==> config.mk <==
export PLATFORM = sky130hd
export DESIGN_NAME = l2_mem_bus_master_flat
export DESIGN_NICKNAME = d
export VERILOG_FILES = /design/src/rtl/l2_mem_master_pkg.sv /design/src/rtl/l2_mem_bus_master_if.sv /design/src/rtl/l2_mem_init_seq.sv /design/src/rtl/l2_mem_bus_master.sv /design/src/flat_wrapper.sv
export SDC_FILE = /design/constraint.sdc
export NUM_CORES = 1
export LEC_CHECK = 0
export BUFFER_PORTS_ARGS = -buffer_cell sky130_fd_sc_hd__buf_4
export CAP_MARGIN = 20
export CELL_PAD_IN_SITES_DETAIL_PLACEMENT = 2
export CELL_PAD_IN_SITES_GLOBAL_PLACEMENT = 2
export CORE_UTILIZATION = 12
export DETAILED_ROUTE_END_ITERATION = 10
export GPL_TIMING_DRIVEN = 0
export PLACE_DENSITY = 0.91
export SETUP_SLACK_MARGIN = 0.3
export SLEW_MARGIN = 20
export SYNTH_ARGS = -nofsm -noshare
export SYNTH_HDL_FRONTEND = slang
export SYNTH_SLANG_ARGS = --single-unit
==> constraint.sdc <==
create_clock -name clk_i -period 1.5 [get_ports clk_i]
set_input_delay 0.3 -clock clk_i [delete_from_list [all_inputs] [get_ports clk_i]]
set_output_delay 0.3 -clock clk_i [all_outputs]
set_load 0.01 [all_outputs]
==> src/rtl/l2_mem_master_pkg.sv <==
// Shared state type, error response word and address helper for the L2 bank master.
package l2_mem_master_pkg;

    typedef enum logic [1:0] {
        IDLE = 2'd0,
        INIT = 2'd1,
        RUN  = 2'd2
    } state_e;

    localparam logic [31:0] ERR_RDATA = 32'hBADA_CCE5;

    // Full-width word address, so callers can range-check the upper bits as well.
    function automatic logic [31:0] word_addr(input logic [31:0] byte_addr);
        return byte_addr >> 2;
    endfunction

endpackage

==> src/rtl/l2_mem_bus_master_if.sv <==
// Upstream word-access bus: req/gnt request phase plus a one-cycle r_valid response phase.
interface l2_mem_bus_master_if;

    logic        req;
    logic        we;
    logic [3:0]  be;
    logic [31:0] addr;
    logic [31:0] wdata;
    logic        gnt;
    logic        r_valid;
    logic [31:0] r_rdata;
    logic        r_err;

    modport master (
        output req, we, be, addr, wdata,
        input  gnt, r_valid, r_rdata, r_err
    );

    modport slave (
        input  req, we, be, addr, wdata,
        output gnt, r_valid, r_rdata, r_err
    );

endinterface

==> src/rtl/l2_mem_init_seq.sv <==
// Fill-sweep word counter with a sticky done flag, used by the bank master after boot.
module l2_mem_init_seq #(
    parameter int unsigned ADDR_WIDTH = 15,
    parameter int unsigned BANK_WORDS = 29184
) (
    input  logic                  clk_i,
    input  logic                  rst_ni,
    input  logic                  i_clear,
    input  logic                  i_step,
    output logic [ADDR_WIDTH-1:0] o_count,
    output logic                  o_last,
    output logic                  o_done
);

    localparam logic [ADDR_WIDTH-1:0] LAST_WORD = ADDR_WIDTH'(BANK_WORDS - 1);

    logic [ADDR_WIDTH-1:0] r_count;
    logic                  r_done;
    logic                  w_last;

    assign w_last = (r_count == LAST_WORD);

    always_ff @(posedge clk_i or negedge rst_ni) begin
        if (!rst_ni) begin
            r_count <= '0;
            r_done  <= 1'b0;
        end else begin
            if (i_clear) begin
                r_count <= '0;
            end else if (i_step) begin
                r_count <= r_count + ADDR_WIDTH'(1);
            end
            // Sticky until reset: only one sweep per reset.
            if (i_step && w_last) begin
                r_done <= 1'b1;
            end
        end
    end

    assign o_count = r_count;
    assign o_last  = w_last;
    assign o_done  = r_done;

endmodule

==> src/rtl/l2_mem_bus_master.sv <==
// Upstream req/gnt to single-port SRAM bank bridge with address range checking.
// Optional post-boot fill sweep enabled by defining L2_MEM_MASTER_INIT_EN.
module l2_mem_bus_master
    import l2_mem_master_pkg::*;
#(
    parameter int unsigned ADDR_WIDTH   = 15,
    parameter int unsigned BANK_WORDS   = 29184,
    parameter logic [31:0] INIT_PATTERN = 32'h0000_0000
) (
    input  logic                  clk_i,
    input  logic                  rst_ni,
    input  logic                  start_init_i,
    output logic                  init_done_o,
    l2_mem_bus_master_if.slave    bus,
    output logic                  mem_csn_o,
    output logic                  mem_wen_o,
    output logic [3:0]            mem_be_o,
    output logic [ADDR_WIDTH-1:0] mem_add_o,
    output logic [31:0]           mem_wdata_o,
    input  logic [31:0]           mem_rdata_i
);

    logic [31:0]           w_word;
    logic                  w_in_range;
    logic                  w_gnt;
    logic                  w_acc;
    logic                  w_run;
    logic                  w_init_act;
    logic [ADDR_WIDTH-1:0] w_init_add;

    logic r_rsp_valid;
    logic r_rsp_err;
    logic r_rsp_read;

    assign w_word     = word_addr(bus.addr);
    assign w_in_range = ((w_word >> ADDR_WIDTH) == 32'd0) && (w_word < BANK_WORDS);
    assign w_gnt      = w_run & bus.req;
    assign w_acc      = w_gnt & w_in_range;

`ifdef L2_MEM_MASTER_INIT_EN
    state_e r_state;
    state_e w_state_next;
    logic   w_init_clear;
    logic   w_init_last;
    logic   w_init_done;

    always_ff @(posedge clk_i or negedge rst_ni) begin
        if (!rst_ni) begin
            r_state <= IDLE;
        end else begin
            r_state <= w_state_next;
        end
    end

    always_comb begin
        w_state_next = r_state;
        unique case (r_state)
            IDLE:    if (start_init_i) w_state_next = INIT;
            INIT:    if (w_init_last) w_state_next = RUN;
            RUN:     w_state_next = RUN;
            default: w_state_next = IDLE;
        endcase
    end

    always_comb begin
        w_run        = (r_state == RUN);
        w_init_act   = (r_state == INIT);
        w_init_clear = (r_state == IDLE) && start_init_i;
    end

    l2_mem_init_seq #(
        .ADDR_WIDTH (ADDR_WIDTH),
        .BANK_WORDS (BANK_WORDS)
    ) u_init_seq (
        .clk_i   (clk_i),
        .rst_ni  (rst_ni),
        .i_clear (w_init_clear),
        .i_step  (w_init_act),
        .o_count (w_init_add),
        .o_last  (w_init_last),
        .o_done  (w_init_done)
    );

    assign init_done_o = w_init_done;
`else
    logic w_unused_start;

    assign w_run          = 1'b1;
    assign w_init_act     = 1'b0;
    assign w_init_add     = '0;
    assign init_done_o    = 1'b1;
    assign w_unused_start = start_init_i;
`endif

    // Sweep owns the bank while active; out-of-range requests never strobe it.
    always_comb begin
        mem_csn_o   = 1'b1;
        mem_wen_o   = 1'b1;
        mem_be_o    = 4'h0;
        mem_add_o   = '0;
        mem_wdata_o = 32'h0;
        if (w_init_act) begin
            mem_csn_o   = 1'b0;
            mem_wen_o   = 1'b0;
            mem_be_o    = 4'hF;
            mem_add_o   = w_init_add;
            mem_wdata_o = INIT_PATTERN;
        end else if (w_acc) begin
            mem_csn_o   = 1'b0;
            mem_wen_o   = ~bus.we;
            mem_be_o    = bus.be;
            mem_add_o   = w_word[ADDR_WIDTH-1:0];
            mem_wdata_o = bus.wdata;
        end
    end

    always_ff @(posedge clk_i or negedge rst_ni) begin
        if (!rst_ni) begin
            r_rsp_valid <= 1'b0;
            r_rsp_err   <= 1'b0;
            r_rsp_read  <= 1'b0;
        end else begin
            r_rsp_valid <= w_gnt;
            r_rsp_err   <= w_gnt & ~w_in_range;
            r_rsp_read  <= w_acc & ~bus.we;
        end
    end

    assign bus.gnt     = w_gnt;
    assign bus.r_valid = r_rsp_valid;
    assign bus.r_err   = r_rsp_err;
    // Bank read data arrives the cycle after the strobe, aligned with the response.
    assign bus.r_rdata = r_rsp_err ? ERR_RDATA : (r_rsp_read ? mem_rdata_i : 32'h0);

endmodule
==> src/flat_wrapper.sv <==
// flat-port wrapper written by rule: the top's interface ports become plain ports
module l2_mem_bus_master_flat import l2_mem_master_pkg::*;
#(
    parameter int unsigned ADDR_WIDTH   = 15,
    parameter int unsigned BANK_WORDS   = 29184,
    parameter logic [31:0] INIT_PATTERN = 32'h0000_0000
)
  (clk_i, rst_ni, start_init_i, init_done_o, mem_csn_o, mem_wen_o, mem_be_o, mem_add_o, mem_wdata_o, mem_rdata_i, bus_req, bus_we, bus_be, bus_addr, bus_wdata, bus_gnt, bus_r_valid, bus_r_rdata, bus_r_err);
  l2_mem_bus_master_if bus_i ();
  input  logic clk_i;
  input  logic rst_ni;
  input  logic start_init_i;
  output logic init_done_o;
  output logic mem_csn_o;
  output logic mem_wen_o;
  output logic [3:0] mem_be_o;
  output logic [ADDR_WIDTH-1:0] mem_add_o;
  output logic [31:0] mem_wdata_o;
  input  logic [31:0] mem_rdata_i;
  input wire logic [$bits(bus_i.req)-1:0] bus_req;
  input wire logic [$bits(bus_i.we)-1:0] bus_we;
  input wire logic [$bits(bus_i.be)-1:0] bus_be;
  input wire logic [$bits(bus_i.addr)-1:0] bus_addr;
  input wire logic [$bits(bus_i.wdata)-1:0] bus_wdata;
  output wire logic [$bits(bus_i.gnt)-1:0] bus_gnt;
  output wire logic [$bits(bus_i.r_valid)-1:0] bus_r_valid;
  output wire logic [$bits(bus_i.r_rdata)-1:0] bus_r_rdata;
  output wire logic [$bits(bus_i.r_err)-1:0] bus_r_err;
  assign bus_i.req = bus_req;
  assign bus_i.we = bus_we;
  assign bus_i.be = bus_be;
  assign bus_i.addr = bus_addr;
  assign bus_i.wdata = bus_wdata;
  assign bus_gnt = bus_i.gnt;
  assign bus_r_valid = bus_i.r_valid;
  assign bus_r_rdata = bus_i.r_rdata;
  assign bus_r_err = bus_i.r_err;
  l2_mem_bus_master #(.ADDR_WIDTH(ADDR_WIDTH), .BANK_WORDS(BANK_WORDS), .INIT_PATTERN(INIT_PATTERN)) u_core (.clk_i(clk_i), .rst_ni(rst_ni), .start_init_i(start_init_i), .init_done_o(init_done_o), .bus(bus_i), .mem_csn_o(mem_csn_o), .mem_wen_o(mem_wen_o), .mem_be_o(mem_be_o), .mem_add_o(mem_add_o), .mem_wdata_o(mem_wdata_o), .mem_rdata_i(mem_rdata_i));
endmodule
==> results.toml <==
[min_path]
hold_end = "u_core.bus.r_valid"
hold_start = "bus_req"
holdPathStages = 1
hold_path.class = "primary input to flip-flop"

[placed_design]
hpwl_um = 6377
place_congestion = 0.6758
place_inst = 501
port_buffers = 189

[global_routing]
track_usage_pct = 13.76
grt_max_degree = 11
antenna_found_initial = 0
grt_overflow_total = 0
grt_pass1_vias = 2344
grt_pass1_wl_um = 12170

[sta]
report.final.slew_viol_count = 0
finalSetupViolCount = 82
hold_viol = 0
post-route-worst-setup-slack_ns = -0.3799
finalCritPeriodShare_pct = 125.3
whs_ns = 0.2136
rsz0062_at_grt = "yes"
fmax_mhz = 532.0
timing.setup.tns_ns = -17.01
min_period_ns = 1.880

[detailed_routing]
initialDrtViolationCount = 17
wirelength_um = 8919
drc_errors = 0
ant_nets = 0
avgRoutedWirePerCell_um = 16.86
first_pass_iters = 3
vias_per_cell = 4.206
vias = 2225

[setup_path]
start_kind = "primary input"
path_max_fanout = 10
critPathKind = "primary input to primary output"
worst_ep_required_time_ns = 1.20
crit_slowest_cell = "nor4_4"
critPathBufInv = 4
cp-end-kind = "primary output"
max_stage_delay_ns = 0.27
arrival_ns = 1.58
critPathTopFamily = "buffers and inverters"
crit_chain = "buf_4 -> nor4_4 -> buf_6 -> o211ai_4 -> buf_6 -> nor3_2 -> buf_4"

[clock_tree]
htreeDepth = 1
clockRootBuffer = "clkbuf_8"
cts.sinks = 3
path_clk_slew_ns = 0.03
cts_tree = "built"
clockBufferDepth = 2
cts_buffers = 3

[yosys]
syn_nets = 281
syn_inst = 176
syn-cell-area_um2 = 1287
ys_types = 20
yosysWarningCount = 0
synth-seq-cells = 3
avgSynthCellArea_um2 = 7.315
ys_seq_area_share_pct = 5.831

[die]
die_h_um = 105.6
core_um2 = 10370
rows = 37
io_pins = 194
initial_utilization_pct = 12.42
die_area_um2 = 11150
die_x_um = 105.6

[finish]
drive_above_1_share_pct = 80.15
final_common_cell = "buf_4"
area_growth_pct = 187.6
register_area_um2 = 76.32
final_cell_mix = "buf_4 (152), buf_6 (59), nand2_1 (51)"
fillCellCount = 1157
final_nets = 499
diodes = 0
instances_no_fill = 529
final_util_pct = 35.70
multiInputGateArea_um2 = 1262

[pwr]
p_leak_uw = 0.001862
p_per_area_nw_per_um2 = 224.9
ir_worst_vdd_mv = 0.1382

[run]
cap_viol_max_count = 0

[outcome]
status = "finished with violations"
violations = "negative setup slack"
-- cell usage after synthesis --
master / n / area share [%]
clkbuf_1: 11 / 3.2
nor3_2: 51 / 40
buf_4: 2 / 1.2
o211a_1: 1 / 0.78
nor4b_2: 1 / 1.2
nand4_1: 1 / 0.49
buf_6: 5 / 4.4
nor4_4: 2 / 3.3
dfrtp_1: 3 / 5.8
o211ai_4: 1 / 1.7
a21boi_0: 1 / 0.58
nor2b_1: 1 / 0.49
nor4_1: 1 / 0.49
and2_1: 14 / 6.8
nand2_1: 52 / 15
buf_2: 5 / 1.9
nor3_1: 2 / 0.78
a21o_1: 19 / 11
conb_1: 1 / 0.29
nand3_1: 2 / 0.78
-- what timing repair did --
item / 4_1_cts / 5_1_grt
buffers inserted: 5 / 10
gates resized for setup: 76 / 55
pin swaps: 16 / 14
endpoints found under the setup margin: 86 / 86
hold buffers: 1 / 0
hold endpoints to repair: 3 / 0
gates cloned: 2 / 6
-- cell type report --
class	instances	area share, %
timing repair buffer	211	50.93
sequential	3	2.062
tap	136	4.596
multi-input combinational	152	34.10
clock buffer	4	1.217
buffer	23	7.097
-- worst max-delay path by stage --
stage,from,to,slack [ns],cells after the start
6_report,bus_addr[31],mem_add_o[13],-0.38,7
5_1_grt,bus_addr[31],mem_add_o[13],-0.42,7
4_1_cts,bus_addr[26],mem_wdata_o[4],-0.39,6
3_5_place_dp,bus_addr[25],mem_wdata_o[31],-0.82,6
3_3_place_gp,bus_addr[25],mem_add_o[10],-0.76,6
2_1_floorplan,bus_addr[17],mem_add_o[0],-0.02,4
-- flip-flops by register name, summed over array words and instances, names as in the netlist --
signal              flops
u_core.bus.r_err        1
u_core.bus.r_valid      1
u_core.r_rsp_read       1
-- layer usage --
metal | part of all wire, % | track usage, % | vias to the layer above
li1 | - | - | 1038
met1 | 37 | 14.10 | 1061
met2 | 55 | 28.85 | 124
met3 | 7.6 | 2.968 | 2
met4 | 0.21 | 1.190 | 0
met5 | 0 | 0 | -
-- through the flow --
stage	total power (uW)	worst slack (ns)	instance area (um^2)
global route	875.3	-0.4232	3702
CTS	802.7	-0.3949	3304
detailed placement	511.7	-0.8189	2910
finish	832.5	-0.3799	3702
global placement	494.9	-0.7560	2910
floorplan	218.5	-0.02289	1321
-- power by group --
part | switching (uW) | internal [uW] | total [uW]
registers | 3.06 | 84.6 | 87.6
logic | 207 | 303 | 510
clock network | 53.6 | 181 | 235
-- cells by family after synthesis --
kind of cell,after synthesis,synth area share [%]
AOI/OAI and AO/OA,22,14.09
DFF,3,5.831
and+or+nand+nor,127,69.10
other,1,0.2913
buffers and inverters,23,10.69
Power figures use the tool's default switching activity.
